### config.mk
export PLATFORM = sky130hd
export DESIGN_NAME = uc_datapath
export DESIGN_NICKNAME = d
export VERILOG_FILES = /design/src/rtl/uc_pkg.sv /design/src/rtl/uc_ual.sv /design/src/rtl/uc_datapath.sv
export SDC_FILE = /design/constraint.sdc
export NUM_CORES = 1
export LEC_CHECK = 0
export ABC_AREA = 1
export CORE_ASPECT_RATIO = 0.6
export CORE_MARGIN = 2
export CORE_UTILIZATION = 45
export DETAILED_ROUTE_END_ITERATION = 16
export PLACE_DENSITY = 0.71
export SYNTH_ARGS = -nofsm -noshare
export SYNTH_HDL_FRONTEND = slang
export SYNTH_SLANG_ARGS = --single-unit
### constraint.sdc
create_clock -name clk -period 7.9 [get_ports clk]
set_input_delay 0.79 -clock clk [delete_from_list [all_inputs] [get_ports clk]]
set_output_delay 0.79 -clock clk [all_outputs]
set_load 0.01 [all_outputs]
### src/rtl/uc_pkg.sv
// rtl/uc_pkg.sv - shared widths, UAL opcodes and boot state encoding for the datapath
package uc_pkg;

    localparam int UC_ADDR_W = 6;
    localparam int UC_DATA_W = 8;
    localparam int UAL_SEL_W = 3;

    localparam logic [UAL_SEL_W-1:0] UAL_ADD    = 3'b000;
    localparam logic [UAL_SEL_W-1:0] UAL_SUB    = 3'b001;
    localparam logic [UAL_SEL_W-1:0] UAL_AND    = 3'b010;
    localparam logic [UAL_SEL_W-1:0] UAL_OR     = 3'b011;
    localparam logic [UAL_SEL_W-1:0] UAL_XOR    = 3'b100;
    localparam logic [UAL_SEL_W-1:0] UAL_NOR    = 3'b101;
    localparam logic [UAL_SEL_W-1:0] UAL_PASS_B = 3'b110;
    localparam logic [UAL_SEL_W-1:0] UAL_PASS_A = 3'b111;

    typedef enum logic [1:0] {
        BOOT_IDLE = 2'd0,
        BOOT_LOAD = 2'd1,
        BOOT_DONE = 2'd2
    } boot_state_t;

endpackage

### src/rtl/uc_ual.sv
// rtl/uc_ual.sv - combinational arithmetic/logic unit, A = accumulator, B = R1
module uc_ual
    import uc_pkg::*;
#(
    parameter int DATA_W = UC_DATA_W
) (
    input  logic [DATA_W-1:0]    a,
    input  logic [DATA_W-1:0]    b,
    input  logic [UAL_SEL_W-1:0] sel,
    output logic [DATA_W-1:0]    result,
    output logic                 carry_out
);

    logic [DATA_W:0] sum;
    logic [DATA_W:0] diff;

    assign sum  = {1'b0, a} + {1'b0, b};
    assign diff = {1'b0, a} - {1'b0, b};

    always_comb begin
        result    = a;
        carry_out = 1'b0;
        case (sel)
            UAL_ADD: begin
                result    = sum[DATA_W-1:0];
                carry_out = sum[DATA_W];
            end
            UAL_SUB: begin
                // The extra difference bit is the borrow; carry reports not-borrow (A >= B).
                result    = diff[DATA_W-1:0];
                carry_out = ~diff[DATA_W];
            end
            UAL_AND:    result = a & b;
            UAL_OR:     result = a | b;
            UAL_XOR:    result = a ^ b;
            UAL_NOR:    result = ~(a | b);
            UAL_PASS_B: result = b;
            UAL_PASS_A: result = a;
            default:    result = a;
        endcase
    end

endmodule

### src/rtl/uc_datapath.sv
// rtl/uc_datapath.sv - accumulator CPU processing unit: R1/accu/carry, UAL, RAM and boot loader
module uc_datapath
    import uc_pkg::*;
#(
    parameter int ADDR_W = UC_ADDR_W,
    parameter int DATA_W = UC_DATA_W
) (
    input  logic                 clk,
    input  logic                 rst,
    input  logic                 ce,
    input  logic [UAL_SEL_W-1:0] sel_UAL,
    input  logic                 load_R1,
    input  logic                 load_accu,
    input  logic                 load_carry,
    input  logic                 clear_carry,
    input  logic                 enable_mem,
    input  logic                 w_mem,
    input  logic [ADDR_W-1:0]    adr,
    output logic [DATA_W-1:0]    data_out,
    output logic                 carry,
    output logic [DATA_W-1:0]    accu,
    input  logic                 boot,
    input  logic [DATA_W-1:0]    boot_data,
    input  logic                 boot_valid,
    output logic                 boot_done
);

    localparam int DEPTH = 2 ** ADDR_W;
    localparam logic [ADDR_W-1:0] LAST_ADR = '1;

    logic [DATA_W-1:0] mem [0:DEPTH-1];

    logic [DATA_W-1:0] r1;
    logic [DATA_W-1:0] ual_result;
    logic              ual_carry;

    boot_state_t       state;
    boot_state_t       state_next;
    logic [ADDR_W-1:0] ptr;
    logic [ADDR_W-1:0] ptr_next;
    logic              boot_we;

    logic              norm_we;
    logic              norm_re;
    logic              mem_we;
    logic [ADDR_W-1:0] mem_wadr;
    logic [DATA_W-1:0] mem_wdata;

    uc_ual #(
        .DATA_W(DATA_W)
    ) u_ual (
        .a        (accu),
        .b        (r1),
        .sel      (sel_UAL),
        .result   (ual_result),
        .carry_out(ual_carry)
    );

    always_comb begin
        state_next = state;
        ptr_next   = ptr;
        boot_we    = 1'b0;
        case (state)
            BOOT_IDLE: begin
                // A byte offered together with the boot request is dropped; loading starts in LOAD.
                if (boot) begin
                    state_next = BOOT_LOAD;
                    ptr_next   = '0;
                end
            end
            BOOT_LOAD: begin
                if (!boot) begin
                    state_next = BOOT_IDLE;
                end else if (boot_valid) begin
                    boot_we = 1'b1;
                    if (ptr == LAST_ADR) begin
                        state_next = BOOT_DONE;
                        ptr_next   = '0;
                    end else begin
                        ptr_next = ptr + 1'b1;
                    end
                end
            end
            BOOT_DONE: begin
                if (!boot) begin
                    state_next = BOOT_IDLE;
                end
            end
            default: state_next = BOOT_IDLE;
        endcase
    end

    // The control side owns the RAM port only while the loader is idle.
    assign norm_we   = (state == BOOT_IDLE) && enable_mem && w_mem;
    assign norm_re   = (state == BOOT_IDLE) && enable_mem && !w_mem;
    assign mem_we    = ce && !rst && (norm_we || boot_we);
    assign mem_wadr  = boot_we ? ptr : adr;
    assign mem_wdata = boot_we ? boot_data : accu;

    always_ff @(posedge clk) begin
        if (mem_we) begin
            mem[mem_wadr] <= mem_wdata;
        end
    end

    always_ff @(posedge clk) begin
        if (rst) begin
            r1        <= '0;
            accu      <= '0;
            carry     <= 1'b0;
            data_out  <= '0;
            state     <= BOOT_IDLE;
            ptr       <= '0;
            boot_done <= 1'b0;
        end else if (ce) begin
            if (load_R1) begin
                r1 <= data_out;
            end
            if (load_accu) begin
                accu <= ual_result;
            end
            if (clear_carry) begin
                carry <= 1'b0;
            end else if (load_carry) begin
                carry <= ual_carry;
            end
            if (norm_re) begin
                data_out <= mem[adr];
            end
            state     <= state_next;
            ptr       <= ptr_next;
            boot_done <= (state_next == BOOT_DONE);
        end
    end

endmodule

==> results.md, run 1 <==
- Post-synthesis net count: 2244
- Critical path class: in -> reg
- Gr ovfl total: 0
- Diode count: 0
- CTS H-Tree Depth: 2
- Num CTS Buffers: 46
- Root Driver: clkbuf_16
- Placement Cell Area: 0.0246 mm2
- Initial antenna violation count: 0
- Period utilization: 0.487
- MaxCap Viol Count: 0
- Placement Rows: 64
- DR vias/cell: 5.69
- Worst Skew: 0.0307 ns
- Sum Neg Setup Slack: 0 ns
- Rel. slew slack: 0.100
- Lkg Pwr: 0.00934 uW
- Share of layout cells above drive strength 1: 0.0579
- Hold buffer count at cts: 0
- CP Launch Type: input port
- Dpl ws: 3.58 ns
- Post-synthesis instance area: 0.0236 mm2
- Pre-antenna DRT Iters: 6
- Max Clock Freq: 0.260 GHz
- Final Max Tran Viols: 0
- Actual slew at the worst max-slew pin: 1.35 ns
- Main synth FF type: edfxtp_1
- Clock latency on the worst-skew pair: 0.57 ns
- Most used cell, CP: nand3_1
- Routed Antenna Nets: 0
- Io pins: 46
- Max incr delay on CP: 1.02 ns
- Endpoint class of the critical path: flop
- Unique masters post-synth: 41
- Area grow syn2layout: 10.2%
- Die width: 300 um
- Final nets: 2231
- # port buffers: 45
- DR vias: 16500
- Most common cell after layout, fill and taps aside: nand2_1
- Mapped Avg Cell Area: 10.8 um2
- Fill cells: 4458
- Final hold vios: 0
- Full die area: 0.0544 mm2
- Drt drc: 0
- CTS tree: done
- Worst path required time: 8.40 ns
- Post-synth EDFFs: 512
- Ys Warns: 0
- Max Fanout on Critical Path: 145
- Most frequent cells in the layout: nand2_1 (653), edfxtp_1 (512), nand3_1 (504)
- PD cells: 230 mW/mm2
- Outcome: complete, no violations
- Routed length per instance: 20.9 um
- Worst vdd ir: 0.192 mV
- Async set-reset flop share out of synthesis: 0
- Pin count of the biggest net entering global routing: 146
- Seq cells post-synth: 546
- Final number of setup-violating endpoints: 0
- Critical Path AT: 4.34 ns
- Post-CTS setup-driven buffer insertion count: 0
- First-pass GRT wire length: 93000 um
- Final Instance Area: 0.0260 mm2
- Clk sink count: 546
- Critical-path top delay cell: buf_4
- HPWL after detailed placement: 36200 um
- Register clock-pin slew on the reported worst setup and hold paths: 0.07 ns
- Syn Inst Count: 2189
- CTS Buffer Depth: 3
- Resized cells post-CTS: 0
- Initial DRC Count: 2511
- Crit-path leading delay family: buffers and inverters
- Vias in the first global route: 15500
- Placer Congestion: 0.937
- Fin crit period: 3.85 ns
- Worst path cell trace: buf_6 -> inv_6 -> buf_4 -> nand2_1 -> nand3_1 -> nand3_1 -> nand3_1 -> nand2_1 -> nand2_1 -> nand3_1 -> nand3_1 -> nand2_1 -> inv_1
- Power Total: 5980 uW
- Initial Utilization: 0.460
- Die Y-Extent: 181 um
- RSZ-0062 raised after global routing: false
- CP bufs+invs: 4
- Final wirelength: 60600 um
- Tightest Hold Check Type: reg -> reg
- Final worst slack: 4.06 ns
- Core Region: 0.0514 mm2
- Sequential fraction of the synthesis area: 0.680
- GRT Resource Usage Total: 0.222
==> per-layer routing <==
metal  global-route usage  vias to the layer above  routed length, um  share of wire
li1                     -                     7607                  -              -
met1                0.344                     7793              26600           0.44
met2                0.319                     1017              25500           0.42
met3               0.0526                      110               7420           0.12
met4               0.0410                        0               1140          0.019
met5                    0                        -                  0              0
==> area by class of cell <==
| type | count | area [um2] | area share |
|---|---|---|---|
| flip-flops and latches | 546 | 16100 | 0.617 |
| multi-input cells | 1445 | 6780 | 0.261 |
| clock buffers | 58 | 1200 | 0.0459 |
| well taps | 693 | 867 | 0.0333 |
| repair buffers | 60 | 557 | 0.0214 |
| inverters | 77 | 297 | 0.0114 |
| clock inverters | 24 | 277 | 0.0106 |
==> power breakdown <==
part           total [uW]  switching [uW]  internal (uW)
sequential           3200            9.87           3190
clock                2290            1020           1270
combinational         492             364            128
total                5980            1390           4590
==> sequential cells by signal (all words and copies together), names as in the netlist <==
signal,flops
mem,512
accu,8
data_out,8
r1,8
ptr,6
state,2
boot_done,1
carry,1
==> worst reg2reg max path, stage by stage (launching register included) <==
cell,delay [ns]
dfxtp_1,0.41
inv_2,0.07
nor2_2,0.12
nand3_2,0.79
o21ai_4,0.55
inv_2,0.12
nor2_4,0.14
nand2_2,0.29
nor2_1,0.64
==> Yosys cell counts (4+ instances only) <==
cell | number | area (um2)
o22ai_1 | 6 | 37.5
buf_1 | 16 | 60.1
or2_2 | 4 | 25.0
inv_2 | 7 | 26.3
nor2_1 | 114 | 428
nor2_4 | 4 | 45.0
nand3_1 | 504 | 2520
clkbuf_1 | 35 | 131
buf_4 | 11 | 82.6
nor3_1 | 4 | 20.0
nand2_4 | 4 | 45.0
buf_2 | 56 | 280
o21ai_0 | 33 | 165
dfxtp_1 | 34 | 681
edfxtp_1 | 512 | 15400
nand2_2 | 11 | 68.8
ha_1 | 25 | 313
nor2_2 | 5 | 31.3
nand2_1 | 653 | 2450
inv_1 | 69 | 259
a21oi_1 | 46 | 230
==> worst paths after layout <==
path	from	end	slack, ns	depth (start not counted)
setup reg to reg	state[0]	mem[47][2]	4.42	8
hold reg to reg	boot_done	boot_done	0.47	2
hold / removal	boot_done	boot_done	0.47	2
setup / recovery	adr[0]	data_out[3]	4.06	13
==> through the flow <==
stage / hold slack (ns) / utilization / instances
after floorplan: 0.487 / - / 2189
after global placement: 0.455 / 0.478 / 2821
after detailed placement: 0.467 / 0.478 / 2821
after CTS: 0.477 / 0.506 / 2903
after global routing: 0.494 / 0.506 / 2903
final: 0.475 / 0.506 / 2903
==> logic make-up (layout without fill, tap and decap cells) <==
kind of cell	count (synthesis)	count (layout)	synth area share
AOI/OAI and AO/OA	104	104	0.0258
buffers and inverters	198	219	0.0371
DFF	546	546	0.680
xor gates and xnor gates	1	1	0.000371
adders and majority gates	27	27	0.0149
and+or+nand+nor	1313	1313	0.242
(Power assumes the default switching activity.)
==> run 2, diff against run 1 <==
PLACE_DENSITY = 0.73   (was 0.71)
clock period = 3.21 ns   (was 7.9 ns; I/O delays follow)
==> run 2 against run 1 <==
  * Worst hold slack lost 0.0064 ns
  * Total power grew 150%
  * Register-to-register slack lost 3.9 ns
  * Wire length grew 2.6%
  * Highest routed layer is now met5
  * First-iteration DRC count shrank 2.4%
  * Critical endpoint is now mem[6][1]
  * Final area grew 2.7%
==> results.md, run 2 (synthesis results as in run 1) <==
- Outcome: complete, no violations
- Resized cells post-CTS: 0
- Hold buffer count at cts: 0
- DR vias/cell: 5.75
- Placer Congestion: 0.927
- RSZ-0062 raised after global routing: false
- Max reg flops: 512
- Io pins: 46
- Rel. slew slack: 0.351
- Tightest Hold Check Type: in -> reg
- CTS Buffer Depth: 3
- Num CTS Buffers: 45
- Critical path class: reg -> reg
- Final nets: 2303
- Actual slew at the worst max-slew pin: 0.972 ns
- Final core utilization: 0.520
- Critical Path AT: 2.87 ns
- CTS tree: done
- GRT Resource Usage Total: 0.227
- Hold EP: carry
- Routed Antenna Nets: 0
- Die width: 300 um
- MaxCap Viol Count: 0
- Final Max Tran Viols: 0
- Largest Register: mem
- PD cells: 550 mW/mm2
- Die Y-Extent: 181 um
- Register clock-pin slew on the reported worst setup and hold paths: 0.06 ns
- Worst r2r src: state[0]
- Area grow syn2layout: 13.1%
- Endpoint class of the critical path: flop
- Diode count: 0
- Grt met3 use: 0.0688
- R2R cell count: 8
- WHS Path Cells: 4
- Drt drc: 0
- Max Clock Freq: 0.374 GHz
- Reg2reg setup slack: 0.53 ns
- Reg area: 0.0161 mm2
- Pin count of the biggest net entering global routing: 185
- Pre-antenna DRT Iters: 7
- Post-CTS setup-driven buffer insertion count: 0
- Max Fanout on Critical Path: 14
- CTS H-Tree Depth: 2
- Worst vdd ir: 0.387 mV
- Busiest grt layer: met1
- DR vias: 17100
- HPWL after detailed placement: 37800 um
- Crit Reg-Reg Endpoint: mem[6][1]
- Share of layout cells above drive strength 1: 0.0903
- HP Start: load_carry
- Most frequent cells in the layout: nand2_1 (653), edfxtp_1 (512), nand3_1 (504)
- Clk sink count: 546
- Final number of setup-violating endpoints: 0
- Power Total: 14700 uW
- Most common cell after layout, fill and taps aside: nand2_1
- GR Util met2: 0.326
- Fill cells: 4363
- Initial Utilization: 0.460
- Routed length per instance: 20.9 um
- Period utilization: 0.834
- Clock latency on the worst-skew pair: 0.58 ns
- Placement Rows: 64
- Fin crit period: 2.68 ns
- Multi-input logic area: 0.00678 mm2
- Root Driver: clkbuf_16
- # port buffers: 45
- Initial DRC Count: 2451
- CP Launch Type: flop
- Placement Cell Area: 0.0253 mm2
- Lkg Pwr: 0.00979 uW
- Met1 usage: 0.339
- Gr ovfl total: 0
- Full die area: 0.0544 mm2
- Vias in the first global route: 16200
- Worst path required time: 3.41 ns
- Initial antenna violation count: 1
- Final hold vios: 0
- Worst Skew: 0.0306 ns
- Core Region: 0.0514 mm2
- First-pass GRT wire length: 94900 um
- Final wirelength: 62200 um
- Final Instance Area: 0.0267 mm2
## run 2: cell count changes in the layout (fill, tap and decap cells not counted), sizes merged
cell,delta
buf,+73
clkinvlp,-3
bufinv,-1
clkbuf,-1
clkinv,+3
## run 2: layer usage
layer  share of wire  routed length, um
met5         0.00021                 13
met4           0.020               1230
met3            0.13               8310
met2            0.43              26400
met1            0.42              26200
## run 2: report_power, final
part           switching [uW]  internal [uW]  total [uW]
logic                     918            355        1270
clock network            2490           3060        5540
registers                23.4           7850        7870
## run 2: final cells by class
class,instances,area share
clock buffers,57,0.0450
clock inverters,23,0.00904
inverters,77,0.0111
multi-input cells,1445,0.254
flip-flops and latches,546,0.601
well taps,693,0.0324
repair buffers,133,0.0479
## run 2: stage by stage
step | setup slack [ns] | hold slack (ns) | setup TNS (ns) | cells
6_report | 0.533 | 0.468 | 0 | 2974
5_1_grt | 0.334 | 0.497 | 0 | 2974
4_1_cts | 0.547 | 0.463 | 0 | 2974
3_5_place_dp | 0.255 | 0.465 | 0 | 2894
3_3_place_gp | 0.350 | 0.456 | 0 | 2894
2_1_floorplan | -0.0861 | 0.487 | -43.51 | 2189
## run 2: worst max path at each step
stage	from	slack [ns]	end	cells after the start
final	state[0]	0.53	mem[6][1]	8
after global routing	state[0]	0.33	mem[6][1]	8
after CTS	state[0]	0.55	mem[6][1]	8
after detailed placement	boot_valid	0.25	mem[6][7]	7
after global placement	boot_valid	0.35	mem[6][3]	7
after floorplan	state[1]	-0.09	mem[0][5]	6
## run 2: worst max-delay path, cell delays in order (launching register included)
cell and delay (ns):
dfxtp_1 0.40, inv_2 0.06, nor2_2 0.11, nand3_2 0.34, nand2_1 0.20, nand3_2 0.18, nor2_8 0.24, nand2_4 0.22
nor2_1 0.54
